**config.mk**
```make
export PLATFORM = sky130hd
export DESIGN_NAME = fft_spectrum_reader_flat
export DESIGN_NICKNAME = d
export VERILOG_FILES = /design/src/rtl/fft_spectrum_reader_pkg.sv /design/src/rtl/fft_spectrum_reader_if.sv /design/src/rtl/fft_pwr_calc.sv /design/src/rtl/prim_ram.sv /design/src/rtl/fft_spectrum_reader.sv /design/src/flat_wrapper.sv
export SDC_FILE = /design/constraint.sdc
export NUM_CORES = 2
export LEC_CHECK = 0
export ABC_AREA = 1
export BUFFER_PORTS_ARGS = -buffer_cell sky130_fd_sc_hd__buf_2
export CAP_MARGIN = 10
export CORE_MARGIN = 2
export CORE_UTILIZATION = 40
export DETAILED_ROUTE_END_ITERATION = 6
export RECOVER_POWER = 25
export SLEW_MARGIN = 20
export SYNTH_ARGS = -nofsm -noshare
export SYNTH_HDL_FRONTEND = slang
export SYNTH_SLANG_ARGS = --single-unit
```
**constraint.sdc**
```tcl
create_clock -name clk_i -period 8 [get_ports clk_i]
set_clock_uncertainty 0.15 [all_clocks]
set_input_delay 0.8 -clock clk_i [delete_from_list [all_inputs] [get_ports clk_i]]
set_output_delay 0.8 -clock clk_i [all_outputs]
set_load 0.005 [all_outputs]
```
**src/rtl/fft_spectrum_reader_pkg.sv**
```systemverilog
// fft_reader_pkg: shared types for the FFT spectrum reader
//   reader_state_e : IDLE -> CAPTURE -> DRAIN -> DONE -> IDLE
//   complex_t      : packed {re, im} bin sample, signed DEF_DATA_WIDTH each
package fft_reader_pkg;
    localparam int DEF_DATA_WIDTH = 16;
    typedef enum logic [1:0] {IDLE, CAPTURE, DRAIN, DONE} reader_state_e;
    typedef struct packed {
        logic signed [DEF_DATA_WIDTH-1:0] re;
        logic signed [DEF_DATA_WIDTH-1:0] im;
    } complex_t;
endpackage

```
**src/rtl/fft_spectrum_reader_if.sv**
```systemverilog
// fft_spectrum_reader_if: FFT output stream (valid/ready, data = {re, im})
//   master : drives valid, data; samples ready
//   slave  : samples valid, data; drives ready
interface fft_spectrum_reader_if
    import fft_reader_pkg::*;
#(
    parameter int DATA_WIDTH = DEF_DATA_WIDTH
);
    logic                    valid;
    logic [2*DATA_WIDTH-1:0] data;
    logic                    ready;
    modport master (output valid, data, input ready);
    modport slave  (input valid, data, output ready);
endinterface

```
**src/rtl/fft_pwr_calc.sv**
```systemverilog
// fft_pwr_calc: 2-stage |X|^2 pipeline; S1 squares re and im, S2 adds them
//   clk_i, rst_i (sync, active-high, clears valid pipeline)
//   valid_i, re_i, im_i -> valid_o, pwr_o (2 cycles later; invalid cycles leave data regs untouched)
module fft_pwr_calc #(
    parameter  int DATA_WIDTH = 16,
    localparam int PW = 2*DATA_WIDTH
) (
    input  logic                         clk_i,
    input  logic                         rst_i,
    input  logic                         valid_i,
    input  logic signed [DATA_WIDTH-1:0] re_i,
    input  logic signed [DATA_WIDTH-1:0] im_i,
    output logic                         valid_o,
    output logic [PW-1:0]                pwr_o
);
    logic signed [PW-1:0] re_sq_q, im_sq_q;
    logic                 s1_valid_q;

    always_ff @(posedge clk_i) begin
        if (rst_i) begin
            s1_valid_q <= 1'b0;
            valid_o    <= 1'b0;
        end else begin
            s1_valid_q <= valid_i;
            valid_o    <= s1_valid_q;
        end
    end

    // Squares are non-negative and at most 2^(2*DW-2), so their unsigned sum fits PW bits.
    always_ff @(posedge clk_i) begin
        if (valid_i) begin
            re_sq_q <= PW'(re_i) * PW'(re_i);
            im_sq_q <= PW'(im_i) * PW'(im_i);
        end
        if (s1_valid_q) pwr_o <= $unsigned(re_sq_q) + $unsigned(im_sq_q);
    end
endmodule

```
**src/rtl/prim_ram.sv**
```systemverilog
// prim_ram: single-port RAM, registered read data, contents never cleared
//   clk_i, rst_ni (sync, active-low, clears rdata_o only)
//   req_i, we_i, addr_i, wdata_i : access request; rdata_o updates 1 cycle after a read, else holds
module prim_ram #(
    parameter int DEPTH = 16,
    parameter int WIDTH = 32,
    parameter int AW    = 4
) (
    input  logic             clk_i,
    input  logic             rst_ni,
    input  logic             req_i,
    input  logic             we_i,
    input  logic [AW-1:0]    addr_i,
    input  logic [WIDTH-1:0] wdata_i,
    output logic [WIDTH-1:0] rdata_o
);
    logic [WIDTH-1:0] mem [DEPTH];

    always_ff @(posedge clk_i) begin
        if (req_i && we_i) mem[addr_i] <= wdata_i;
    end

    always_ff @(posedge clk_i) begin
        if (!rst_ni) rdata_o <= '0;
        else if (req_i && !we_i) rdata_o <= mem[addr_i];
    end
endmodule

```
**src/rtl/fft_spectrum_reader.sv**
```systemverilog
// fft_spectrum_reader: captures one FFT frame, stores per-bin |X|^2 in RAM, tracks the peak bin
//   clk_i, rst_i (sync, active-high); start_i arms capture from IDLE
//   fft_in (slave): bin stream, ready only in CAPTURE
//   busy_o, frame_done_o (1-cycle pulse), peak_bin_o, peak_pwr_o
//   rd_en_i, rd_addr_i -> rd_valid_o, rd_data_o (host reads, honoured only in IDLE)
//   Macro FFT_READER_HALF_SPECTRUM_EN: store/peak-search only bins 0..FFT_SIZE/2; higher reads return 0
module fft_spectrum_reader
    import fft_reader_pkg::*;
#(
    parameter  int FFT_SIZE   = 16,
    parameter  int DATA_WIDTH = DEF_DATA_WIDTH,
    localparam int BW         = $clog2(FFT_SIZE),
    localparam int PWR_WIDTH  = 2*DATA_WIDTH
) (
    input  logic                  clk_i,
    input  logic                  rst_i,
    input  logic                  start_i,
    fft_spectrum_reader_if.slave  fft_in,
    output logic                  busy_o,
    output logic                  frame_done_o,
    output logic [BW-1:0]         peak_bin_o,
    output logic [PWR_WIDTH-1:0]  peak_pwr_o,
    input  logic                  rd_en_i,
    input  logic [BW-1:0]         rd_addr_i,
    output logic [PWR_WIDTH-1:0]  rd_data_o,
    output logic                  rd_valid_o
);
    reader_state_e          state_q, state_d;
    logic [BW-1:0]          in_cnt_q, wr_bin_q;
    logic                   drain_q, accept, last_bin, pwr_valid, store, rd_in_range, rd_acc, rd_oob_q, wr_en;
    logic [PWR_WIDTH-1:0]   pwr, ram_rdata;

`ifdef FFT_READER_HALF_SPECTRUM_EN
    localparam int DEPTH = FFT_SIZE/2 + 1;
    assign store       = wr_bin_q <= BW'(FFT_SIZE/2);
    assign rd_in_range = rd_addr_i <= BW'(FFT_SIZE/2);
`else
    localparam int DEPTH = FFT_SIZE;
    assign store       = 1'b1;
    assign rd_in_range = 1'b1;
`endif

    assign accept    = fft_in.valid && fft_in.ready;
    assign last_bin  = accept && in_cnt_q == BW'(FFT_SIZE-1);
    assign wr_en     = pwr_valid && store;
    assign rd_acc    = rd_en_i && state_q == IDLE;
    assign rd_data_o = rd_oob_q ? '0 : ram_rdata;

    always_comb begin
        state_d      = state_q;
        fft_in.ready = state_q == CAPTURE;
        busy_o       = state_q != IDLE;
        frame_done_o = state_q == DONE;
        case (state_q)
            IDLE:    if (start_i) state_d = CAPTURE;
            CAPTURE: if (last_bin) state_d = DRAIN;
            DRAIN:   if (drain_q) state_d = DONE;
            default: state_d = IDLE;
        endcase
    end

    // Bins arrive in order, so the write index is simply a count of pipeline outputs.
    always_ff @(posedge clk_i) begin
        if (rst_i) begin
            state_q    <= IDLE;
            in_cnt_q   <= '0;
            wr_bin_q   <= '0;
            drain_q    <= 1'b0;
            peak_bin_o <= '0;
            peak_pwr_o <= '0;
            rd_valid_o <= 1'b0;
            rd_oob_q   <= 1'b0;
        end else begin
            state_q    <= state_d;
            drain_q    <= state_q == DRAIN && !drain_q;
            rd_valid_o <= rd_acc;
            if (rd_acc) rd_oob_q <= !rd_in_range;
            if (state_q == IDLE && start_i) begin
                in_cnt_q   <= '0;
                wr_bin_q   <= '0;
                peak_bin_o <= '0;
                peak_pwr_o <= '0;
            end else begin
                if (accept) in_cnt_q <= in_cnt_q + 1'b1;
                if (pwr_valid) wr_bin_q <= wr_bin_q + 1'b1;
                if (wr_en && pwr > peak_pwr_o) begin
                    peak_bin_o <= wr_bin_q;
                    peak_pwr_o <= pwr;
                end
            end
        end
    end

    fft_pwr_calc #(.DATA_WIDTH(DATA_WIDTH)) u_pwr (
        .clk_i   (clk_i),
        .rst_i   (rst_i),
        .valid_i (accept),
        .re_i    (fft_in.data[2*DATA_WIDTH-1:DATA_WIDTH]),
        .im_i    (fft_in.data[DATA_WIDTH-1:0]),
        .valid_o (pwr_valid),
        .pwr_o   (pwr)
    );

    // Writes happen only in CAPTURE/DRAIN and reads only in IDLE, so one port suffices.
    prim_ram #(.DEPTH(DEPTH), .WIDTH(PWR_WIDTH), .AW(BW)) u_ram (
        .clk_i   (clk_i),
        .rst_ni  (~rst_i),
        .req_i   (wr_en || (rd_acc && rd_in_range)),
        .we_i    (wr_en),
        .addr_i  (wr_en ? wr_bin_q : rd_addr_i),
        .wdata_i (pwr),
        .rdata_o (ram_rdata)
    );
endmodule

```
**src/flat_wrapper.sv**
```systemverilog
// flat-port wrapper written by rule: the top's interface ports become plain ports
module fft_spectrum_reader_flat import fft_reader_pkg::*;
#(
    parameter  int FFT_SIZE   = 16,
    parameter  int DATA_WIDTH = DEF_DATA_WIDTH,
    localparam int BW         = $clog2(FFT_SIZE),
    localparam int PWR_WIDTH  = 2*DATA_WIDTH
)
  (clk_i, rst_i, start_i, busy_o, frame_done_o, peak_bin_o, peak_pwr_o, rd_en_i, rd_addr_i, rd_data_o, rd_valid_o, fft_in_valid, fft_in_data, fft_in_ready);
  fft_spectrum_reader_if #(.DATA_WIDTH(DATA_WIDTH)) fft_in_i ();
  input  logic clk_i;
  input  logic rst_i;
  input  logic start_i;
  output logic busy_o;
  output logic frame_done_o;
  output logic [BW-1:0] peak_bin_o;
  output logic [PWR_WIDTH-1:0] peak_pwr_o;
  input  logic rd_en_i;
  input  logic [BW-1:0] rd_addr_i;
  output logic [PWR_WIDTH-1:0] rd_data_o;
  output logic rd_valid_o;
  input wire logic [$bits(fft_in_i.valid)-1:0] fft_in_valid;
  input wire logic [$bits(fft_in_i.data)-1:0] fft_in_data;
  output wire logic [$bits(fft_in_i.ready)-1:0] fft_in_ready;
  assign fft_in_i.valid = fft_in_valid;
  assign fft_in_i.data = fft_in_data;
  assign fft_in_ready = fft_in_i.ready;
  fft_spectrum_reader #(.FFT_SIZE(FFT_SIZE), .DATA_WIDTH(DATA_WIDTH)) u_core (.clk_i(clk_i), .rst_i(rst_i), .start_i(start_i), .fft_in(fft_in_i), .busy_o(busy_o), .frame_done_o(frame_done_o), .peak_bin_o(peak_bin_o), .peak_pwr_o(peak_pwr_o), .rd_en_i(rd_en_i), .rd_addr_i(rd_addr_i), .rd_data_o(rd_data_o), .rd_valid_o(rd_valid_o));
endmodule
```
Word level (Yosys, flattened, before mapping)
Memory sizes are Yosys's and may differ from the RTL's. A register that Yosys moved wholly into a read port is not among the register bits.
Cells that the tools add are included.
{"block": "word_totals", "register_bits": 146, "ramBits": 512, "elab_cells": 48, "mem_count": 1}
{"block": "classes", "addsub": 3, "multipliers": 2, "order_cmp": 1, "n_eq_ne": 7, "muxes": 7, "n_reduce_logical": 15}
{"memory": "u_core.u_ram.mem", "depth": 16, "width": 32, "read_ports": 1, "rd_ports_with_merged_regs": 1, "write_ports": 1, "line_no": "prim_ram.sv:17", "source": "logic [WIDTH-1:0] mem [DEPTH];"}
{"operator": "multiplier 16 x 16 -> 32 bit", "n": 2}
{"operator": "adder 32 bit", "n": 1}
{"operator": "> comparator 32 bit", "n": 1}
{"operator": "adder 4 x 1 -> 4 bit (second input constant)", "n": 2}
{"operator": "logical AND 1 bit", "n": 8}
{"operator": "two-way mux 2 bit", "n": 3}
{"operator": "case mux 2 bit (3 select lines)", "n": 1}
{"operator": "== test 2 bit (second input constant)", "n": 2}
{"operator": "== test 4 bit (second input constant)", "n": 1}
{"operator": "two-way mux 4 bit", "n": 1}
{"operator": "inequality test 2 bit (second input constant)", "n": 2}
{"operator": "AND reduction 3 bit", "n": 1}
{"operator": "== test 2 x 1 -> 1 bit (second input constant)", "n": 1}
{"operator": "zero test 1 bit", "n": 2}
{"operator": "zero test 2 bit", "n": 1}
{"operator": "two-way mux 1 bit", "n": 2}
{"operator": "inequality test 2 x 1 -> 1 bit (second input constant)", "n": 1}
{"operator": "nonzero test 2 bit", "n": 1}
{"operator": "OR reduction 2 bit", "n": 1}
{"operator": "logical OR 1 bit", "n": 1}

Longest topological paths before layout
{"block": "logic_depth", "ltp_word": 6, "depth_mapped": 27, "mapped_depth_nobuf": 26}

By module
From an unflattened synthesis, not the netlist that was laid out.
{"block": "hier_totals", "hier_cells": 5618, "area_unflattened_um2": 50069.3}
{"mod": "fft_pwr_calc", "n_inst": 1, "cells_each": 3161, "area_each_um2": 24851.3, "seq_area_each_um2": 2862.7}
{"mod": "prim_ram", "n_inst": 1, "cells_each": 2005, "area_each_um2": 21997.3, "seq_area_each_um2": 16015.4}
{"mod": "fft_spectrum_reader", "n_inst": 1, "cells_each": 452, "area_each_um2": 3220.6, "seq_area_each_um2": 960.9}

Least setup slack after synthesis
No wires, ideal clock.
{"block": "synth_timing", "kind": "input -> register", "start": "in fft_in_data[3]", "end": "reg u_core.u_pwr.im_sq_q[25] (data pin)", "setup_ps": 253, "arrival_ps": 6074, "required_ps": 7597, "setup_slack_ps": 1524, "path_stages": 21, "path_cell_list": "clkbuf_1 -> clkbuf_1 -> nand2_1 -> fa_1 -> inv_1 -> fa_1 -> fa_1 -> fa_1 -> fa_1 -> inv_1 -> fa_1 -> inv_1 -> ha_1 -> nand2_1 -> nor2_1 -> inv_1 -> nor2_1 -> inv_1 -> or3_1 -> nand4_1 -> nand2_1"}
{"block": "synth_via", "elab_chain_len": 1}
{"element": "start, declared", "line_no": "flat_wrapper.sv:23", "source": "input wire logic [$bits(fft_in_i.data)-1:0] fft_in_data;"}
{"element": "multiplier 16 x 16 -> 32 bit", "line_no": "fft_pwr_calc.sv:33", "source": "im_sq_q <= PW'(im_i) * PW'(im_i);"}
{"element": "end signal, assigned", "line_no": "fft_pwr_calc.sv:33"}
{"element": "end, declared", "line_no": "fft_pwr_calc.sv:16", "source": "logic signed [PW-1:0] re_sq_q, im_sq_q;"}
Every way passes these cells.
A chain may end at the register's enable or synchronous reset.

Final worst setup path
{"block": "layout_timing", "start": "in fft_in_data[15]", "end": "reg u_core.u_pwr.im_sq_q[25] (data pin)"}
The elaborated chain is that of the path after synthesis.

==> results.py <==
metrics = {
    "timing": {
        "fmax_ghz": 0.1583,
        "slew_violations": 34,
        "setup_violations": 0,
        "finalHoldViolations": 0,
        "worstMarginPinSlew_ns": 1.802,
        "finalCritPeriodShare": 0.7895,
        "min_period_ns": 6.316,
        "finalSetupTns_ns": 0,
        "slew_headroom": -0.2015,
        "rsz0062_at_grt": "no",
    },
    "global_route": {
        "grt_overflow": 0,
        "grt_max_degree": 78,
        "grt_pass1_wl_mm": 186.6,
        "antenna_found_initial": 6,
        "grt_pass1_vias": 32950,
        "track_usage": 0.2013,
    },
    "route": {
        "ant_nets": 0,
        "drtIter0Drc": 2361,
        "vias_per_cell": 5.027,
        "vias": 31960,
        "wl_per_cell_um": 18.74,
        "drtPass1Iterations": 5,
        "wirelength_mm": 119.2,
        "drc": 0,
    },
    "critical_path": {
        "cp.arrival_ns": 6.53,
        "required_ns": 8.22,
        "critPathKind": "in2reg",
        "critPathMaxFanout": 23,
        "cp-end-kind": "flop",
        "cp-start-kind": "input pin",
        "crit_start": "fft_in_data[15]",
        "timing.rr.start": "u_core.u_pwr.valid_o",
    },
    "layout": {
        "final_cell_mix": "nand2_1 (1,153), inv_1 (902), edfxtp_1 (606)",
        "fin_nets": 5524,
        "final_common_cell": "nand2_1",
        "post_route_cells_drive_above_1_share": 0.06810,
        "area_delta_synth_final_pct": 9.735,
    },
    "cts": {
        "hold_buffers": 0,
        "cts_resized": 0,
        "clock_sinks": 688,
        "cts-buffers-inserted": 75,
        "clkSlewWorstSetupHoldPaths_ns": 0.06,
        "clockBufferDepth": 3,
        "clkLatencyLatePin_ns": 0.65,
        "cts_tree": "built",
        "cts_setup_buffers": 0,
        "htreeDepth": 3,
        "ctsRootBufferMaster": "clkbuf_16",
    },
    "yosys": {
        "yosysWarnings": 0,
        "postSynthAreaPerCell_sq_um": 9.976,
        "seq_area_frac_synth": 0.4228,
        "synth-async-reset-ratio": 0,
        "netlist_area_sq_mm": 0.04693,
        "synth_cell_types": 46,
        "ys_ff_latch": 688,
        "syn_inst": 4704,
        "synth_nets": 5457,
        "synth_edf_count": 606,
        "dominantRegCellSynth": "edfxtp_1",
    },
    "hold_path": {
        "hp-start": "rd_en_i",
        "hold_path_class": "in2reg",
    },
    "status": {
        "failed_checks": "capacitance limit, slew limit",
        "status": "complete, but fails checks",
    },
    "die": {
        "die_area_sq_mm": 0.1201,
        "rows": 125,
        "die_w_um": 346.5,
        "start_util": 0.4038,
        "core-area_sq_mm": 0.1162,
        "die_h_um": 346.5,
        "num_io_pins": 113,
    },
    "placement": {
        "io_buffer_count": 112,
        "place_congestion": 0.9159,
        "dpl.hpwl_mm": 84.74,
    },
    "job": {
        "drv_cap": 1,
    },
}
stage by stage:
stage                     std cells    util  setup WS (ns)  hold slack (ns)  area [sq um]
after floorplan                4704       -          1.524           0.3009         46930
after global placement         6218  0.4220          1.188           0.3188         49040
after detailed placement       6218  0.4220          1.047           0.3253         49040
after CTS                      6355  0.4433          1.669           0.3073         51510
after global routing           6355  0.4431          1.334           0.3262         51490
final                          6357  0.4431          1.684           0.3236         51490
kinds of logic after synthesis:
kind of cell | after synthesis | synth area share
AO/OA/AOI/OAI | 387 | 0.05045
AND/OR/NAND/NOR | 1739 | 0.1525
adder cells (fa/ha/maj) | 712 | 0.2647
buffers and inverters | 1077 | 0.09068
flip-flops | 688 | 0.4228
XOR/XNOR | 101 | 0.01885
Yosys cell counts (8+ instances only):
| master | instances | share of area |
|---|---|---|
| a21o_1 | 17 | 0.0027 |
| a21oi_1 | 161 | 0.017 |
| a22oi_1 | 44 | 0.0070 |
| a22oi_2 | 20 | 0.0053 |
| buf_2 | 38 | 0.0041 |
| buf_4 | 28 | 0.0045 |
| buf_6 | 8 | 0.0019 |
| clkbuf_1 | 85 | 0.0068 |
| dfxtp_1 | 82 | 0.035 |
| edfxtp_1 | 606 | 0.39 |
| fa_1 | 468 | 0.20 |
| ha_1 | 244 | 0.065 |
| inv_1 | 903 | 0.072 |
| nand2_1 | 1154 | 0.092 |
| nand3_1 | 143 | 0.015 |
| nand4_1 | 120 | 0.016 |
| nor2_1 | 256 | 0.020 |
| nor3_1 | 32 | 0.0034 |
| o21ai_0 | 90 | 0.0096 |
| o21bai_1 | 22 | 0.0035 |
| or2_2 | 9 | 0.0012 |
| xnor2_1 | 28 | 0.0052 |
| xor2_1 | 73 | 0.014 |
critical path, stage by stage:
cell	delay [ns]
buf_2	0.40
nand2_1	0.22
fa_1	0.59
inv_1	0.15
fa_1	0.87
fa_1	0.53
fa_1	0.51
fa_1	0.49
inv_1	0.05
fa_1	0.47
inv_1	0.04
ha_1	0.34
nand2_1	0.13
nor2_1	0.21
inv_1	0.06
nor2_1	0.10
inv_1	0.05
or3_1	0.37
nand4_1	0.09
nand2_1	0.05
final cells by class:
cell class / count / area [sq um]
fill: 11120 / 64710
tap: 1524 / 1907
inverter: 912 / 3428
clock buffer: 104 / 2107
timing repair buffer: 155 / 862.1
antenna: 2 / 5.005
sequential: 688 / 19840
clock inverter: 33 / 366.6
multi-input combinational: 2939 / 22980
registers in the layout, indices dropped and copies added, names as in the netlist:
| name | count |
|---|---|
| u_core.u_ram.mem | 512 |
| u_core.peak_pwr_o | 32 |
| u_core.u_pwr.pwr_o | 32 |
| u_core.u_ram.rdata_o | 32 |
| u_core.u_pwr.im_sq_q | 31 |
| u_core.u_pwr.re_sq_q | 31 |
| u_core.in_cnt_q | 4 |
| u_core.peak_bin_o | 4 |
| u_core.wr_bin_q | 4 |
| u_core.state_q | 2 |
| u_core.drain_q | 1 |
| u_core.rd_valid_o | 1 |
| u_core.u_pwr.s1_valid_q | 1 |
| u_core.u_pwr.valid_o | 1 |
worst paths after layout:
path | endpoint | slack, ns | cells past startpoint
hold / removal | u_core.rd_valid_o | 0.32 | 3
setup / recovery | u_core.u_pwr.im_sq_q[25] | 1.68 | 20
setup reg to reg | u_core.u_ram.mem[4][15] | 3.99 | 8
hold reg to reg | u_core.drain_q | 0.33 | 2
layer usage:
metal | up-vias | routed length, um | track usage | part of all wire
met2 | 778 | 58470 | 0.3460 | 0.49
met3 | 166 | 7177 | 0.03636 | 0.060
met1 | 15930 | 51100 | 0.2650 | 0.43
met5 | - | 19 | 0 | 0.00016
met4 | 4 | 2401 | 0.04367 | 0.020
li1 | 15080 | - | - | -
Power is not shown: default switching activity piles up to over one toggle a cycle in this logic, so the estimate is an artifact.
